--- src/rtl/fp_scan_sequencer.sv ---
// Front-panel LED matrix scan sequencer: blank gap + dwell per group, frame-coherent lamp snapshot.
// Optional PWM dimming of the column drive is enabled by defining FP_DIM_EN.
module fp_scan_sequencer #(
  parameter int unsigned DWELL = 1000,
  parameter int unsigned BLANK = 16
) (
  input  logic        CLK,
  input  logic        nRESET,
  input  logic [11:0] green,
  input  logic [11:0] red,
  input  logic [11:0] yellow,
  input  logic        lamp_test,
`ifdef FP_DIM_EN
  input  logic [2:0]  brightness,
`endif
  output logic [5:0]  grp_en,
  output logic [5:0]  pled,
  output logic        frame_start
);

  localparam int unsigned CNT_MAX = (DWELL > BLANK) ? DWELL : BLANK;
  localparam int unsigned CNT_W   = $clog2(CNT_MAX + 1);

  typedef enum logic {S_BLANK, S_DRIVE} state_t;

  state_t             r_state, w_state_nxt;
  logic [2:0]         r_group, w_group_nxt, w_grp_safe;
  logic [CNT_W-1:0]   r_cnt, w_cnt_nxt;
  logic [35:0]        r_snap, w_snap_nxt;
  logic               r_lt, w_lt_nxt;
  logic [5:0]         r_grp_en, w_grp_en_nxt;
  logic [5:0]         r_pled, w_pled_nxt;
  logic [5:0]         w_slice;
  logic               w_frame_edge;
`ifdef FP_DIM_EN
  logic [2:0]         r_bright, w_bright_nxt;
  logic [31:0]        w_on_len;
`endif

  // Next-state, snapshot and output pre-decode; outputs are registered from the next state
  always_comb begin
    w_grp_safe   = (r_group > 3'd5) ? 3'd0 : r_group;
    w_frame_edge = (r_state == S_BLANK) && (w_grp_safe == 3'd0) && (r_cnt == '0);
    w_state_nxt  = r_state;
    w_group_nxt  = w_grp_safe;
    w_cnt_nxt    = r_cnt + CNT_W'(1);
    w_snap_nxt   = r_snap;
    w_lt_nxt     = r_lt;
    w_grp_en_nxt = 6'd0;
    w_pled_nxt   = 6'd0;
    w_slice      = 6'd0;
`ifdef FP_DIM_EN
    w_bright_nxt = r_bright;
    w_on_len     = 32'd0;
`endif

    case (r_state)
      S_BLANK: begin
        if (r_cnt == CNT_W'(BLANK - 1)) begin
          w_state_nxt = S_DRIVE;
          w_cnt_nxt   = '0;
        end
      end
      S_DRIVE: begin
        if (r_cnt == CNT_W'(DWELL - 1)) begin
          w_state_nxt = S_BLANK;
          w_cnt_nxt   = '0;
          w_group_nxt = (w_grp_safe == 3'd5) ? 3'd0 : w_grp_safe + 3'd1;
        end
      end
      default: begin
        w_state_nxt = S_BLANK;
        w_cnt_nxt   = '0;
        w_group_nxt = 3'd0;
      end
    endcase

    if (w_frame_edge) begin
      w_snap_nxt   = {yellow, red, green};
      w_lt_nxt     = lamp_test;
`ifdef FP_DIM_EN
      w_bright_nxt = brightness;
`endif
    end

    // Slice uses the post-edge snapshot so a one-cycle blank still drives fresh data
    case (w_group_nxt)
      3'd0:    w_slice = w_snap_nxt[5:0];
      3'd1:    w_slice = w_snap_nxt[11:6];
      3'd2:    w_slice = w_snap_nxt[17:12];
      3'd3:    w_slice = w_snap_nxt[23:18];
      3'd4:    w_slice = w_snap_nxt[29:24];
      3'd5:    w_slice = w_snap_nxt[35:30];
      default: w_slice = 6'd0;
    endcase
    if (w_lt_nxt) w_slice = 6'h3F;

    if (w_state_nxt == S_DRIVE) begin
      w_grp_en_nxt = 6'(6'd1 << w_group_nxt);
      w_pled_nxt   = w_slice;
`ifdef FP_DIM_EN
      w_on_len     = ((32'(w_bright_nxt) + 32'd1) * 32'(DWELL)) >> 3;
      if (!(32'(w_cnt_nxt) < w_on_len)) w_pled_nxt = 6'd0;
`endif
    end
  end

  always_ff @(posedge CLK or negedge nRESET) begin
    if (!nRESET) begin
      r_state  <= S_BLANK;
      r_group  <= 3'd0;
      r_cnt    <= '0;
      r_snap   <= 36'd0;
      r_lt     <= 1'b0;
      r_grp_en <= 6'd0;
      r_pled   <= 6'd0;
`ifdef FP_DIM_EN
      r_bright <= 3'd0;
`endif
    end else begin
      r_state  <= w_state_nxt;
      r_group  <= w_group_nxt;
      r_cnt    <= w_cnt_nxt;
      r_snap   <= w_snap_nxt;
      r_lt     <= w_lt_nxt;
      r_grp_en <= w_grp_en_nxt;
      r_pled   <= w_pled_nxt;
`ifdef FP_DIM_EN
      r_bright <= w_bright_nxt;
`endif
    end
  end

  assign grp_en      = r_grp_en;
  assign pled        = r_pled;
  // Pulse marks the cycle whose closing edge takes the snapshot; held low while in reset
  assign frame_start = nRESET & w_frame_edge;

endmodule

--- config.mk ---
export PLATFORM = sky130hd
export DESIGN_NAME = fp_scan_sequencer
export DESIGN_NICKNAME = d
export VERILOG_FILES = /design/src/rtl/fp_scan_sequencer.sv
export SDC_FILE = /design/constraint.sdc
export NUM_CORES = 1
export LEC_CHECK = 0
export ABC_AREA = 1
export BUFFER_PORTS_ARGS = -buffer_cell sky130_fd_sc_hd__buf_4
export CAP_MARGIN = 20
export CORE_MARGIN = 2
export CORE_UTILIZATION = 45
export CTS_BUF_LIST = sky130_fd_sc_hd__clkbuf_8
export CTS_CLUSTER_DIAMETER = 50
export CTS_CLUSTER_SIZE = 40
export DETAILED_ROUTE_END_ITERATION = 8
export GPL_ROUTABILITY_DRIVEN = 0
export PLACE_DENSITY_LB_ADDON = 0.25
export SYNTH_ARGS = -nofsm -noshare
export SYNTH_HDL_FRONTEND = slang
export SYNTH_SLANG_ARGS = --single-unit
--- constraint.sdc ---
create_clock -name CLK -period 3.2 [get_ports CLK]
set_input_delay 0.64 -clock CLK [delete_from_list [all_inputs] [get_ports CLK]]
set_output_delay 0.64 -clock CLK [all_outputs]
set_load 0.01 [all_outputs]
==> flow_metrics.env <==
export IMPL_std_cell_rows=30
export IMPL_required_ns=2.56
export IMPL_worstMarginPinSlew_ns=0.811
export IMPL_worst_path_buf_inv=3
export IMPL_synth_most_common_cell="nand2_1"
export IMPL_grt_pass1_wl_um=11600
export IMPL_grtUsageTotal=0.196
export IMPL_setup_violations_final=0
export IMPL_yosysTopAreaCell="dfrtp_1"
export IMPL_antenna_cells=0
export IMPL_arrival_ns=2.04
export IMPL_route_detailed_drc=0
export IMPL_ant_nets=0
export IMPL_vias_per_cell=4.83
export IMPL_clk_pin_slew_ns=0.07
export IMPL_synth_edf_count=0
export IMPL_grt_overflow=0
export IMPL_synth_avg_cell_area_um2=8.03
export IMPL_final_max_slew_viol_count=0
export IMPL_io_buffer_count=51
export IMPL_cts_tree="yes"
export IMPL_power_leakage_nw=2.04
export IMPL_p_seq_frac=0.519
export IMPL_ctsHoldBuffers=0
export IMPL_crit_cells=8
export IMPL_yosysWarnings=0
export IMPL_clkLatencyLatePin_ns=0.34
export IMPL_syn_to_final_growth_pct=20.0
export IMPL_yosys_top_cells_area="dfrtp_1 (50%), nand2_1 (15%), nand3_1 (8.0%)"
export IMPL_r2r_cells=14
export IMPL_peakVddDrop_v=0.000341
export IMPL_power_density_mw_per_mm2=419
export IMPL_slowest_stage="dfrtp_1"
export IMPL_grt_max_degree=64
export IMPL_yosys_most_used_dff="dfrtp_1"
export IMPL_cp_top_family="simple AND/OR/NAND/NOR gates"
export IMPL_ys_seq_area_frac=0.496
export IMPL_skew_ns=0.00944
export IMPL_vias=2663
export IMPL_antenna_found_initial=0
export IMPL_fin_util=0.559
export IMPL_routed_wl_um=7130
export IMPL_internal_power_mw=1.23
export IMPL_switching_power_uw=372
export IMPL_htreeDepth=3
export IMPL_dpl_hpwl_um=5240
export IMPL_ios=52
export IMPL_worstSetupEndpointType="output port"
export IMPL_critPathKind="reg -> out"
export IMPL_drive_above_1_share=0.231
export IMPL_drtPass1Iterations=4
export IMPL_r2r_setup_slack_ns=0.95
export IMPL_initial_utilization=0.466
export IMPL_synth_area_mm2=0.00318
export IMPL_synth_fp_nets=437
export IMPL_swShare=0.232
export IMPL_fmax_mhz=373
export IMPL_die_h_um=88.1
export IMPL_register_area_mm2=0.00158
export IMPL_dieArea_mm2=0.00776
export IMPL_cts_root_buffer="clkbuf_8"
export IMPL_drtIter0Drc=154
export IMPL_fillers=662
export IMPL_tns_ns=0
export IMPL_final_min_clock_period_ns=2.68
export IMPL_status="finished, final reports clean"
export IMPL_syn_inst=396
export IMPL_numCtsBuffers=9
export IMPL_relSlewSlack=0.454
export IMPL_nets=491
export IMPL_wl_per_cell_um=12.9
export IMPL_combinationalPowerShare=0.068
export IMPL_synth_top_area_share=0.496
export IMPL_power_frac_clock=0.412
export IMPL_drv_cap=0
export IMPL_synth_seq_cells=63
export IMPL_die_width_um=88.1
export IMPL_ys_top_cells_by_count="nand2_1 (127), dfrtp_1 (63), nand3_1 (51), inv_1 (36), nor2_1 (33)"
export IMPL_cpMostUsedCell="buf_4"
export IMPL_yosysUniqueCellTypes=34
export IMPL_grt_pass1_vias=2449
export IMPL_rsz0062_at_grt="false"
export IMPL_hold_viol_final=0
export IMPL_cts_resized=0
export IMPL_fin_crit_sh=0.838
export IMPL_postCtsSetupBuffers=0
export IMPL_cp_cell_sequence="inv_1 -> ha_1 -> nand4_2 -> nor2_8 -> nand2_2 -> buf_4 -> nor2_1 -> buf_4"
export IMPL_max_stage_delay_ns=0.40
export IMPL_async_flop_share=1.00
export IMPL_core_area_mm2=0.00683
export IMPL_cp_max_fo=28
export IMPL_cts_sinks=63
export IMPL_startpoint_type="flop"
export IMPL_clockBufferDepth=2
export IMPL_hp_class="in -> async"
export IMPL_multi_input_area_mm2=0.00135
==> worst reg2reg max path, stage by stage (launching register included) <==
cell     delay [ns]
dfrtp_1        0.40
inv_1          0.10
ha_1           0.17
nand4_2        0.18
nor2_8         0.34
nand2_2        0.09
buf_4          0.25
nand2_1        0.12
o21ai_2        0.07
inv_2          0.11
nand2_1        0.06
inv_1          0.05
nand2_1        0.04
nor2_1         0.08
a21oi_1        0.07
==> cells in the final DEF (no fill, tap or decap) <==
cell          n
nor3_1        6
nor4_1        2
nor2_8        1
inv_2         8
a31oi_1       2
xor2_1        5
nor2_2        2
dfrtp_1      63
o21ai_2       5
nand3_4       1
and3_1        1
bufinv_16     1
nand3_1      51
clkinv_2      3
clkinv_1      1
buf_4        55
a21oi_2       1
o21ai_1       6
nor3_2        1
clkbuf_8      9
a21oi_1       9
o41ai_2       1
nand2_1     127
nand2_2       8
and2_1        1
nand4_2       1
inv_1        37
nor2_1       33
ha_1          2
clkinvlp_4    1
nand4_1       3
clkinv_4      1
nor2_4        4
nand2_4       1
nand3_2       1
o21ai_0       1
==> through the flow <==
stage | power, mW | setup WS (ns) | instance area (um2) | hold WS [ns] | instances
after floorplan | 0.886 | 1.13 | 3180 | 0.344 | 396
after global placement | 0.956 | 0.900 | 3630 | 0.445 | 535
after detailed placement | 0.958 | 0.856 | 3630 | 0.454 | 535
after CTS | 1.62 | 0.478 | 3820 | 0.463 | 551
after global routing | 1.67 | 0.353 | 3820 | 0.495 | 551
final | 1.60 | 0.520 | 3820 | 0.451 | 551
==> sequential cells by signal (all words and copies together), names as in the netlist <==
register,count
grp_en,6
pled,6
r_cnt,10
r_group,3
r_lt,1
r_snap,36
r_state,1
==> cells by family after synthesis <==
logic type / count (synthesis) / synth area share
buffers and inverters: 57 / 0.0803
AOI/OAI and AO/OA: 25 / 0.0507
and+or+nand+nor: 244 / 0.352
DFF: 63 / 0.496
adders and majority gates: 2 / 0.00787
xor gates and xnor gates: 5 / 0.0138
==> final timing paths <==
kind                                         to               start
min reg2reg                  r_cnt[0]$_DFF_PN0_  r_cnt[0]$_DFF_PN0_
max in group asynchronous  r_snap[15]$_DFF_PN0_              nRESET
min in group CLK             r_cnt[0]$_DFF_PN0_  r_cnt[0]$_DFF_PN0_
min                        r_snap[33]$_DFF_PN0_              nRESET
max                                 frame_start  r_cnt[0]$_DFF_PN0_
max reg2reg                   pled[4]$_DFF_PN0_  r_cnt[0]$_DFF_PN0_
==> area by class of cell <==
type | instances | area share
Sequential cell | 63 | 0.413
Multi-Input combinational cell | 276 | 0.353
Timing Repair Buffer | 55 | 0.108
Inverter | 45 | 0.0443
Clock buffer | 9 | 0.0325
Tap cell | 96 | 0.0315
Clock inverter | 7 | 0.0170
==> metal layers <==
layer  vias up  GRT usage  routed length, um
met5         -          0                  0
met4         0     0.0455                 61
met3         6     0.0622                429
met2        67      0.323               3510
met1      1229      0.255               3120
li1       1361          -                  -
==> power groups by stage <==
stage,registers (mW),clock network (mW),logic (mW)
3_5_place_dp,0.847,0,0.112
3_3_place_gp,0.845,0,0.110
5_1_grt,0.834,0.716,0.124
6_report,0.831,0.660,0.109
4_1_cts,0.831,0.677,0.112
2_1_floorplan,0.846,0,0.0396
(Power assumes the default switching activity.)
